$ cat src/rtl/ysyx_22040237_mem_arb_pkg.sv
// Shared definitions for the IFU/LSU memory arbiter.
//   RegWidth   : default address/data width of the core
//   StarveCntW : width of the IFU starvation counter (STARVE_MAX <= 15)
//   arb_state_e: transaction FSM encoding
//   arb_owner_e: which requester owns the in-flight transaction
package ysyx_22040237_mem_arb_pkg;

    localparam int unsigned RegWidth   = 64;
    localparam int unsigned StarveCntW = 4;

    typedef enum logic [1:0] {
        StIdle  = 2'd0,
        StIssue = 2'd1,
        StWait  = 2'd2,
        StResp  = 2'd3
    } arb_state_e;

    typedef enum logic {
        OwnIfu = 1'b0,
        OwnLsu = 1'b1
    } arb_owner_e;

endpackage

$ cat src/rtl/ysyx_22040237_arb_prio.sv
// Two-way grant with fixed LSU priority and an IFU anti-starvation counter.
//   clk, rst     : clock, asynchronous active-high reset
//   idle_i       : arbiter is idle and may grant this cycle
//   ifu_valid_i  : IFU request pending
//   lsu_valid_i  : LSU request pending
//   grant_ifu_o  : IFU wins this cycle
//   grant_lsu_o  : LSU wins this cycle
module ysyx_22040237_arb_prio
    import ysyx_22040237_mem_arb_pkg::*;
#(
    parameter int unsigned STARVE_MAX = 4
) (
    input  logic clk,
    input  logic rst,
    input  logic idle_i,
    input  logic ifu_valid_i,
    input  logic lsu_valid_i,
    output logic grant_ifu_o,
    output logic grant_lsu_o
);

    localparam logic [StarveCntW-1:0] StarveMax = StarveCntW'(STARVE_MAX);

    logic [StarveCntW-1:0] cnt_q, cnt_d;
    logic                  ifu_prio;

    // IFU overrides the LSU only once it has lost STARVE_MAX contended rounds.
    assign ifu_prio    = (cnt_q == StarveMax);
    assign grant_lsu_o = idle_i & lsu_valid_i & ~(ifu_valid_i & ifu_prio);
    assign grant_ifu_o = idle_i & ifu_valid_i & (~lsu_valid_i | ifu_prio);

    always_comb begin
        cnt_d = cnt_q;
        if (grant_ifu_o) begin
            cnt_d = '0;
        end else if (grant_lsu_o && ifu_valid_i && (cnt_q != StarveMax)) begin
            cnt_d = cnt_q + 1'b1;
        end
    end

    always_ff @(posedge clk or posedge rst) begin
        if (rst) begin
            cnt_q <= '0;
        end else begin
            cnt_q <= cnt_d;
        end
    end

endmodule

$ cat src/rtl/ysyx_22040237_mem_arb.sv
// Shares one memory port between the IFU (reads) and the LSU (reads/writes).
// One transaction in flight: IDLE (grant) -> ISSUE -> WAIT -> RESP -> IDLE.
//   clk, rst        : clock, asynchronous active-high reset
//   ifu_req_*/ifu_* : IFU read request (valid/ready) and response pulse + data
//   lsu_req_*/lsu_* : LSU request (valid/ready, wen/addr/wdata/wmask), response
//   mem_req_*/mem_* : downstream request (valid/ready) and response
//   proto_err_o     : sticky, set by a memory response outside WAIT
module ysyx_22040237_mem_arb
    import ysyx_22040237_mem_arb_pkg::*;
#(
    parameter int unsigned ADDR_W     = RegWidth,
    parameter int unsigned DATA_W     = RegWidth,
    parameter int unsigned STARVE_MAX = 4
) (
    input  logic                clk,
    input  logic                rst,
    input  logic                ifu_req_valid_i,
    output logic                ifu_req_ready_o,
    input  logic [ADDR_W-1:0]   ifu_addr_i,
    output logic                ifu_rsp_valid_o,
    output logic [DATA_W-1:0]   ifu_rdata_o,
    input  logic                lsu_req_valid_i,
    output logic                lsu_req_ready_o,
    input  logic                lsu_wen_i,
    input  logic [ADDR_W-1:0]   lsu_addr_i,
    input  logic [DATA_W-1:0]   lsu_wdata_i,
    input  logic [DATA_W/8-1:0] lsu_wmask_i,
    output logic                lsu_rsp_valid_o,
    output logic [DATA_W-1:0]   lsu_rdata_o,
    output logic                mem_req_valid_o,
    input  logic                mem_req_ready_i,
    output logic                mem_wen_o,
    output logic [ADDR_W-1:0]   mem_addr_o,
    output logic [DATA_W-1:0]   mem_wdata_o,
    output logic [DATA_W/8-1:0] mem_wmask_o,
    input  logic                mem_rsp_valid_i,
    input  logic [DATA_W-1:0]   mem_rdata_i,
    output logic                proto_err_o
);

    arb_state_e          state_q, state_d;
    arb_owner_e          owner_q, owner_d;
    logic [ADDR_W-1:0]   addr_q, addr_d;
    logic                wen_q, wen_d;
    logic [DATA_W-1:0]   wdata_q, wdata_d;
    logic [DATA_W/8-1:0] wmask_q, wmask_d;
    logic [DATA_W-1:0]   ifu_rdata_q, ifu_rdata_d;
    logic [DATA_W-1:0]   lsu_rdata_q, lsu_rdata_d;
    logic                proto_err_q, proto_err_d;
    logic                grant_ifu, grant_lsu;
    logic                issue;

    ysyx_22040237_arb_prio #(
        .STARVE_MAX (STARVE_MAX)
    ) u_prio (
        .clk         (clk),
        .rst         (rst),
        .idle_i      (state_q == StIdle),
        .ifu_valid_i (ifu_req_valid_i),
        .lsu_valid_i (lsu_req_valid_i),
        .grant_ifu_o (grant_ifu),
        .grant_lsu_o (grant_lsu)
    );

    always_comb begin
        state_d     = state_q;
        owner_d     = owner_q;
        addr_d      = addr_q;
        wen_d       = wen_q;
        wdata_d     = wdata_q;
        wmask_d     = wmask_q;
        ifu_rdata_d = ifu_rdata_q;
        lsu_rdata_d = lsu_rdata_q;
        proto_err_d = proto_err_q | (mem_rsp_valid_i & (state_q != StWait));
        unique case (state_q)
            StIdle: begin
                if (grant_lsu) begin
                    state_d = StIssue;
                    owner_d = OwnLsu;
                    addr_d  = lsu_addr_i;
                    wen_d   = lsu_wen_i;
                    wdata_d = lsu_wdata_i;
                    wmask_d = lsu_wen_i ? lsu_wmask_i : '0;
                end else if (grant_ifu) begin
                    state_d = StIssue;
                    owner_d = OwnIfu;
                    addr_d  = ifu_addr_i;
                    wen_d   = 1'b0;
                    wdata_d = '0;
                    wmask_d = '0;
                end
            end
            StIssue: begin
                if (mem_req_ready_i) state_d = StWait;
            end
            StWait: begin
                if (mem_rsp_valid_i) begin
                    state_d = StResp;
                    // Writes acknowledge with zero data.
                    if (owner_q == OwnLsu) begin
                        lsu_rdata_d = wen_q ? '0 : mem_rdata_i;
                    end else begin
                        ifu_rdata_d = mem_rdata_i;
                    end
                end
            end
            StResp: state_d = StIdle;
            default: state_d = StIdle;
        endcase
    end

    always_ff @(posedge clk or posedge rst) begin
        if (rst) begin
            state_q     <= StIdle;
            owner_q     <= OwnIfu;
            addr_q      <= '0;
            wen_q       <= 1'b0;
            wdata_q     <= '0;
            wmask_q     <= '0;
            ifu_rdata_q <= '0;
            lsu_rdata_q <= '0;
            proto_err_q <= 1'b0;
        end else begin
            state_q     <= state_d;
            owner_q     <= owner_d;
            addr_q      <= addr_d;
            wen_q       <= wen_d;
            wdata_q     <= wdata_d;
            wmask_q     <= wmask_d;
            ifu_rdata_q <= ifu_rdata_d;
            lsu_rdata_q <= lsu_rdata_d;
            proto_err_q <= proto_err_d;
        end
    end

    // Readies are gated by rst so a requester held valid through reset sees no grant.
    assign ifu_req_ready_o = grant_ifu & ~rst;
    assign lsu_req_ready_o = grant_lsu & ~rst;

    assign issue           = (state_q == StIssue);
    assign mem_req_valid_o = issue;
    assign mem_wen_o       = issue & wen_q;
    assign mem_addr_o      = issue ? addr_q  : '0;
    assign mem_wdata_o     = issue ? wdata_q : '0;
    assign mem_wmask_o     = issue ? wmask_q : '0;

    assign ifu_rsp_valid_o = (state_q == StResp) & (owner_q == OwnIfu);
    assign lsu_rsp_valid_o = (state_q == StResp) & (owner_q == OwnLsu);
    assign ifu_rdata_o     = ifu_rdata_q;
    assign lsu_rdata_o     = lsu_rdata_q;
    assign proto_err_o     = proto_err_q;

endmodule

$ cat config.mk
export PLATFORM = sky130hd
export DESIGN_NAME = ysyx_22040237_mem_arb
export DESIGN_NICKNAME = d
export VERILOG_FILES = /design/src/rtl/ysyx_22040237_mem_arb_pkg.sv /design/src/rtl/ysyx_22040237_arb_prio.sv /design/src/rtl/ysyx_22040237_mem_arb.sv
export SDC_FILE = /design/constraint.sdc
export NUM_CORES = 1
export LEC_CHECK = 0
export BUFFER_PORTS_ARGS = -buffer_cell sky130_fd_sc_hd__buf_2
export CORE_AREA = 10 10 203 205
export CTS_CLUSTER_DIAMETER = 50
export CTS_CLUSTER_SIZE = 8
export DETAILED_ROUTE_END_ITERATION = 10
export DIE_AREA = 0 0 213 215
export GPL_TIMING_DRIVEN = 0
export MAX_ROUTING_LAYER = met4
export PLACE_DENSITY = 0.62
export SETUP_SLACK_MARGIN = 0.5
export SYNTH_ARGS = -nofsm -noshare
export SYNTH_HDL_FRONTEND = slang
export SYNTH_SLANG_ARGS = --single-unit
$ cat constraint.sdc
create_clock -name clk -period 10.7 [get_ports clk]
set_clock_uncertainty 0.1 [all_clocks]
set_input_delay 0.535 -clock clk [delete_from_list [all_inputs] [get_ports clk]]
set_output_delay 0.535 -clock clk [all_outputs]
set_load 0.03 [all_outputs]
==> metrics.md, run 1 <==
| Metric | Value |
|---|---|
| Final setup TNS | `0 ns` |
| Rel. slew slack | `0.330` |
| Pins over their slew limit | `0` |
| Post-synth top area cell | `dfrtp_1` |
| Number of global-route vias before repair | `12200` |
| Clock Tree Root | `clkbuf_16` |
| Final HPWL DP | `approximately 38000 um` |
| Via count | `11400` |
| Die Ht | `215 um` |
| Max-cap viol count | `0` |
| Total grt overflow | `0` |
| Post-synth cell types | `32` |
| Worst setup margin | `~7.2 ns` |
| Syn_area_per_cell | `10.7 um^2` |
| Worst endpoint required time | `10.07 ns` |
| Clock Path Buffers | `3` |
| Clk pwr share | `0.226` |
| Tcrit/Tclk final | `0.331` |
| Routed WL | `about 50000 um` |
| Largest stage delay on the critical path | `a little under 0.8 ns` |
| Hold WS | `approximately 0.11 ns` |
| DR iter-0 viols | `656` |
| I/O Pins | `542` |
| Psw | `2.53 mW` |
| RSZ-0062 raised after global routing | `no` |
| Mapped Cells | `1153` |
| Total die area | `around 0.046 mm^2` |
| Worst hold start | `lsu_wdata_i[49]` |
| Crit. End Element | `primary output` |
| Avg WL per Cell | `between 20 and 25 um` |
| Fin area | `0.0170 mm^2` |
| Final Non-Filler Cells | `2248` |
| R2R Path Start | `state_q[0]` |
| Status | `completed` |
| Worst-path clk slew | `around 0.050 ns` |
| Worst path bufs/invs | `4` |
| Fraction of the yosys area taken by sequential cells | `0.556` |
| Largest net degree at the start of global routing | `between 100 and 150` |
| CP max stage cell | `clkbuf_1` |
| Crit Path Category | `reg2out` |
| H-tree levels | `2` |
| ANT nets after route | `0` |
| Critical Path Most Common Cell | `clkbuf_1` |
| Die Width | `about 210 um` |
| Cell family with most CP delay | `buffers and inverters` |
| Internal power | `3.21 mW` |
| Worst slack at placement | `7.67 ns` |
| Switch share | `0.441` |
| Final hold vios | `0` |
| DP Cell Count | `between 2000 and 2500` |
| Drt first pass iters | `5` |
| Post-synth design cell area | `0.0123 mm^2` |
| FF+latch count, synth | `273` |
| PwrDens | `337 mW/mm^2` |
| Final min period | `3.55 ns` |
| Share of post-route cells with drive strength above 1 | `0.403` |
| Remaining DRCs | `0` |
| Cts repair resizes | `0` |
| EDFF count, synth | `0` |
| CTS Buf Count | `45` |
| Critical-path maximum fanout | `10` |
| Seq pwr share | `0.308` |
| GP Congestion | `0.913` |
| Synth warnings | `0` |
| Synth top area share | `0.556` |
| Initial Util | `0.330` |
| Clock latency on the worst-skew pair | `0.54 ns` |
| PortBufs | `538` |
| Worst Hold Class | `in2reg` |
| Combinational power share | `0.465` |
| Placed cell area | `0.0156 mm^2` |
| Worst slew pin tran | `~1.0 ns` |
| Layout area overhead | `38.5%` |
| Endpoints failing setup | `0` |
| Initial antenna violation count | `20` |
| Layout net count | `2018` |
| P_leak | `roughly 8.5 nW` |
| Rows | `71` |
| Final core occ | `0.457` |
| CP arrival | `2.91 ns` |
| Async SR Flop Fraction | `1.00` |
| Vias/cell | `5.05` |
| Worst setup SP type | `register` |
| Tot Pwr | `about 5.7 mW` |
| Worst-path cell chain | `inv_1 > ha_1 > clkbuf_1 > clkbuf_1 > and2_1 > buf_2` |
| Peak supply drop | `0.127 mV` |
| Total GRT Usage | `0.213` |
| Core Footprint | `0.0372 mm^2` |
| First-pass GRT wire length | `73600 um` |
| Synth Flop Type | `dfrtp_1` |
| Setup crit start | `state_q[1]` |
| Peak Freq | `282 MHz` |
| Clk sinks | `273` |
| Ranking of synthesized cells by area | `dfrtp_1, and2_1, mux2_2` |
| CTS tree | `done` |
| Post-synthesis net count | `1430` |
[cell type report]
class	instances	area, um^2
Clock inverter	9	87.6
Timing Repair Buffer	541	2760
Tap cell	474	593
Inverter	7	33.8
Fill cell	3592	20200
Clock buffer	53	1240
Sequential cell	273	6830
Antenna cell	18	45.0
Multi-Input combinational cell	761	4920
Buffer	112	517
[what timing repair did]
item	in CTS	in global routing
setup buffers	0	0
hold endpoints to repair	29	0
hold buffers	1	0
[flip-flops by register name, indices dropped and copies added, names as in the netlist]
name / flops
wdata_q: 64
proto_err_o: 1
ifu_rdata_o: 64
state_q: 2
lsu_rdata_o: 64
wmask_q: 8
u_prio.cnt_q: 4
wen_q: 1
addr_q: 64
owner_q: 1
[layout by cell type (no fill, tap or decap), types with 65 or more instances in the layout]
cell	count
nor2_1	66
o21ai_0	129
nand2_1	69
clkbuf_1	73
mux2_2	65
a22o_1	65
buf_2	567
and2_1	139
a21oi_1	66
dfrtp_1	273
[logic make-up after synthesis]
family                     share of synthesized area
buffers and inverters                         0.0442
muxes                                         0.0595
AOI/OAI and AO/OA                              0.183
and+or+nand+nor                                0.151
xor gates and xnor gates                    0.000712
adders and majority gates                    0.00610
DFF                                            0.556
[cell usage after synthesis (all sizes together), types with 2 or more instances]
cell and instances:
a41oi 64, and2 139, a32o 9, nand2 69, mux2 65, nand3 4
clkbuf 72, inv 7, a22o 65, nor2 67, buf 40, nor2b 2
nand3b 2, dfrtp 273, ha 6, o21ai 130, a21oi 66, nand2b 64
[power groups by stage]
| stage | Clock [mW] | Sequential (mW) | Combinational, mW |
|---|---|---|---|
| final | 1.30 | 1.77 | 2.67 |
| after global routing | 1.37 | 1.83 | 2.89 |
| after CTS | 1.33 | 1.77 | 2.70 |
| after detailed placement | 0 | 1.78 | 2.69 |
| after global placement | 0 | 1.76 | 2.66 |
| after floorplan | 0 | 2.16 | 1.38 |
[final timing paths]
check | end | slack, ns | cells after the start
setup / recovery | mem_addr_o[21] | 7.15 | 6
hold / removal | wdata_q[49] | 0.11 | 2
setup reg to reg | addr_q[12] | 8.31 | 8
hold reg to reg | lsu_rdata_o[19] | 0.37 | 2
max in group asynchronous | ifu_rdata_o[29] | 9.13 | 4
min in group asynchronous | addr_q[15] | 0.42 | 3
[layer usage]
layer / share of wire / global-route usage / wire [um]
met4: 0.025 / 0.0736 / 1240
met1: 0.40 / 0.247 / 19800
met3: 0.094 / 0.0671 / 4640
met2: 0.48 / 0.343 / 23500
met5: 0 / - / 0
(Power assumes the default switching activity.)
==> run 2: changes to the inputs <==
ABC_AREA = 1   (was unset)
CORE_AREA = 10 10 202 204   (was 10 10 203 205)
DIE_AREA = 0 0 212 214   (was 0 0 213 215)
PLACE_DENSITY = 0.65   (was 0.62)
clock period = 3.2 ns   (was 10.7 ns; I/O delays follow)
==> run 2 against run 1 <==
Against the previous run: final cell count grew 30%; register-to-register slack worse by 7.7 ns; sequential power rose to 3.3 times the previous value; utilization rose by 8.5 points; largest power group unchanged; highest routed layer unchanged.
==> metrics.md, run 2 <==
| Metric | Value |
|---|---|
| Critical-path maximum fanout | `10` |
| Most common cell after layout, fill and taps aside | `nand2_1` |
| Synth Flop Type | `dfrtp_1` |
| Largest net degree at the start of global routing | `45` |
| Post-synthesis net count | `roughly 1800` |
| Number of global-route vias before repair | `14900` |
| Crit. End Element | `primary output` |
| Status | `completed` |
| Initial antenna violation count | `6` |
| PortBufs | `541` |
| P_leak | `12.0 nW` |
| Vias/cell | `4.83` |
| CP max stage cell | `dfrtp_1` |
| Cell family with most CP delay | `buffers and inverters` |
| Ranking of synthesized cells by area | `dfrtp_1, nand2_1, mux2_2` |
| Worst hold start | `lsu_wdata_i[37]` |
| EDFF count, synth | `0` |
| Final HPWL DP | `39200 um` |
| Clock latency on the worst-skew pair | `0.54 ns` |
| CTS tree | `done` |
| Drt first pass iters | `6` |
| Reg2reg path depth | `11` |
| R2R Path Start | `u_prio.cnt_q[0]` |
| Clock Tree Root | `clkbuf_16` |
| Largest stage delay on the critical path | `0.38 ns` |
| Post-synth cell types | `23` |
| First-pass GRT wire length | `about 83000 um` |
| Crit Path Category | `reg2out` |
| Die Width | `212 um` |
| Initial Util | `0.340` |
| Via count | `about 14000` |
| PwrDens | `964 mW/mm^2` |
| Total grt overflow | `0` |
| Worst slack at placement | `0.535 ns` |
| Clk sinks | `273` |
| Top cells by count, synth | `nand2_1, dfrtp_1, inv_1` |
| R2R Path End | `addr_q[44]` |
| Setup crit start | `u_prio.cnt_q[0]` |
| Final hold vios | `0` |
| Peak Freq | `382 MHz` |
| Worst endpoint required time | `about 2.9 ns` |
| Async SR Flop Fraction | `1.00` |
| Most numerous cell in the Yosys netlist | `nand2_1` |
| R2R Setup Slk | `0.60 ns` |
| Routed WL | `around 54000 um` |
| Post-synth design cell area | `0.0126 mm^2` |
| CTS Buf Count | `42` |
| Rows | `71` |
| Endpoints failing setup | `0` |
| Pins over their slew limit | `0` |
| Die Ht | `approximately 210 um` |
| Worst-path clk slew | `0.05 ns` |
| I/O Pins | `542` |
| Worst setup margin | `0.583 ns` |
| Remaining DRCs | `0` |
| Area occupied by multi-input gates | `between 0.004 and 0.005 mm^2` |
| Worst path bufs/invs | `4` |
| Clock Path Buffers | `3` |
| Layout area overhead | `59.3%` |
| Max-cap viol count | `0` |
| Worst-path cell chain | `inv_1 > ha_1 > nand4_1 > nand2_4 > buf_6 > buf_6 > nor2_1 > clkbuf_4` |
| Total die area | `0.0454 mm^2` |
| Total GRT Usage | `0.237` |
| H-tree levels | `2` |
| Syn_area_per_cell | `8.05 um^2` |
| Worst Hold Class | `in2reg` |
| Most frequent cells in the layout | `nand2_1, buf_2, dlygate4sd3_1` |
| Hold WS | `0.249 ns` |
| FF+latch count, synth | `273` |
| DR iter-0 viols | `1037` |
| Tcrit/Tclk final | `0.818` |
| Mapped Cells | `1566` |
| Reg area | `0.00683 mm^2` |
| Worst path depth | `8` |
| Share of post-route cells with drive strength above 1 | `0.302` |
| Avg WL per Cell | `18.3 um` |
| Timing endpoint of the critical path | `lsu_req_ready_o` |
| Rel. slew slack | `0.582` |
| Peak supply drop | `0.408 mV` |
| RSZ-0062 raised after global routing | `yes` |
| Critical Path Most Common Cell | `buf_6` |
| GP Congestion | `0.951` |
| Post-synth top area cell | `dfrtp_1` |
| Fill count | `3220` |
| Core Footprint | `0.0370 mm^2` |
| Final min period | `2.62 ns` |
| Final core occ | `0.542` |
| CP arrival | `approximately 2.4 ns` |
| ANT nets after route | `0` |
| Worst setup SP type | `register` |
| Synth top area share | `0.542` |
| Fraction of the yosys area taken by sequential cells | `0.542` |
| Layout net count | `about 2700` |
| Synth warnings | `0` |
| Worst slew pin tran | `0.627 ns` |
-- run 2: changes by cell type after synthesis, moves of 64 or more --
cell and change:
and2_1 -139, nand2b_1 -64, a21oi_1 -65, nand2_1 +686
nand3_1 +128, a41oi_1 -64, a22o_1 -65, inv_1 +145
-- run 2: layer usage --
metal | wire, um | global-route usage | vias to the layer above
met4 | 2390 | 0.111 | 0
met2 | 26700 | 0.398 | 722
met5 | 0 | - | -
met1 | 20900 | 0.265 | 6701
met3 | 3690 | 0.0462 | 169
li1 | - | - | 6542
-- run 2: worst min-delay path by stage --
stage / to / slack, ns / depth (start not counted)
floorplan: wdata_q[0] / 0.17 / 2
global placement: wdata_q[30] / 0.25 / 3
detailed placement: lsu_rdata_o[55] / 0.03 / 2
global route: wdata_q[24] / 0.26 / 4
CTS: wdata_q[26] / 0.23 / 4
finish: wdata_q[37] / 0.25 / 4
-- run 2: final cells by class --
class,instances,share of cell area
Clock buffer,50,0.0548
Timing Repair Buffer,825,0.280
Buffer,97,0.0248
Inverter,154,0.0290
Sequential cell,273,0.340
Tap cell,474,0.0295
Multi-Input combinational cell,1042,0.237
Clock inverter,6,0.00498
Antenna cell,6,0.000747
-- run 2: metrics by stage --
stage / setup TNS (ns) / power [mW] / area [um^2] / std cells
4_1_cts: 0 / 19.4 / 20000 / 2919
6_report: 0 / 19.4 / 20100 / 2927
5_1_grt: 0 / 20.6 / 20100 / 2927
3_5_place_dp: 0 / 14.7 / 16100 / 2588
3_3_place_gp: -652.17 / 14.5 / 15900 / 2581
2_1_floorplan: -182.75 / 11.5 / 12600 / 1566
-- run 2: tightest hold or removal path, cell delays in order --
cell	delay [ns]
dlygate4sd3_1	0.51
buf_2	0.09
nand2_1	0.04
nand2_1	0.05
-- run 2: kinds of logic after synthesis --
| logic type | share of synthesized area |
|---|---|
| simple gates | 0.284 |
| flops | 0.542 |
| buf+inv | 0.0823 |
| compound gates | 0.0281 |
| mux | 0.0571 |
| fa+ha+maj | 0.00595 |
| xor+xnor | 0.000695 |
-- run 2: repair_timing --
item                                    CTS  global route
endpoints found under the setup margin  138            68
gates resized for setup                  21            10
hold buffers                            275             0
pin swaps                                 0             2
hold endpoints to repair                392             0
setup buffers                             0             2
-- run 2: where the power goes --
| part | internal, mW | switching (mW) | total (mW) |
|---|---|---|---|
| clock | 2.49 | 1.57 | 4.07 |
| sequential | 5.00 | 0.829 | 5.83 |
| combinational | 3.01 | 6.47 | 9.48 |
| total | 10.5 | 8.87 | 19.4 |
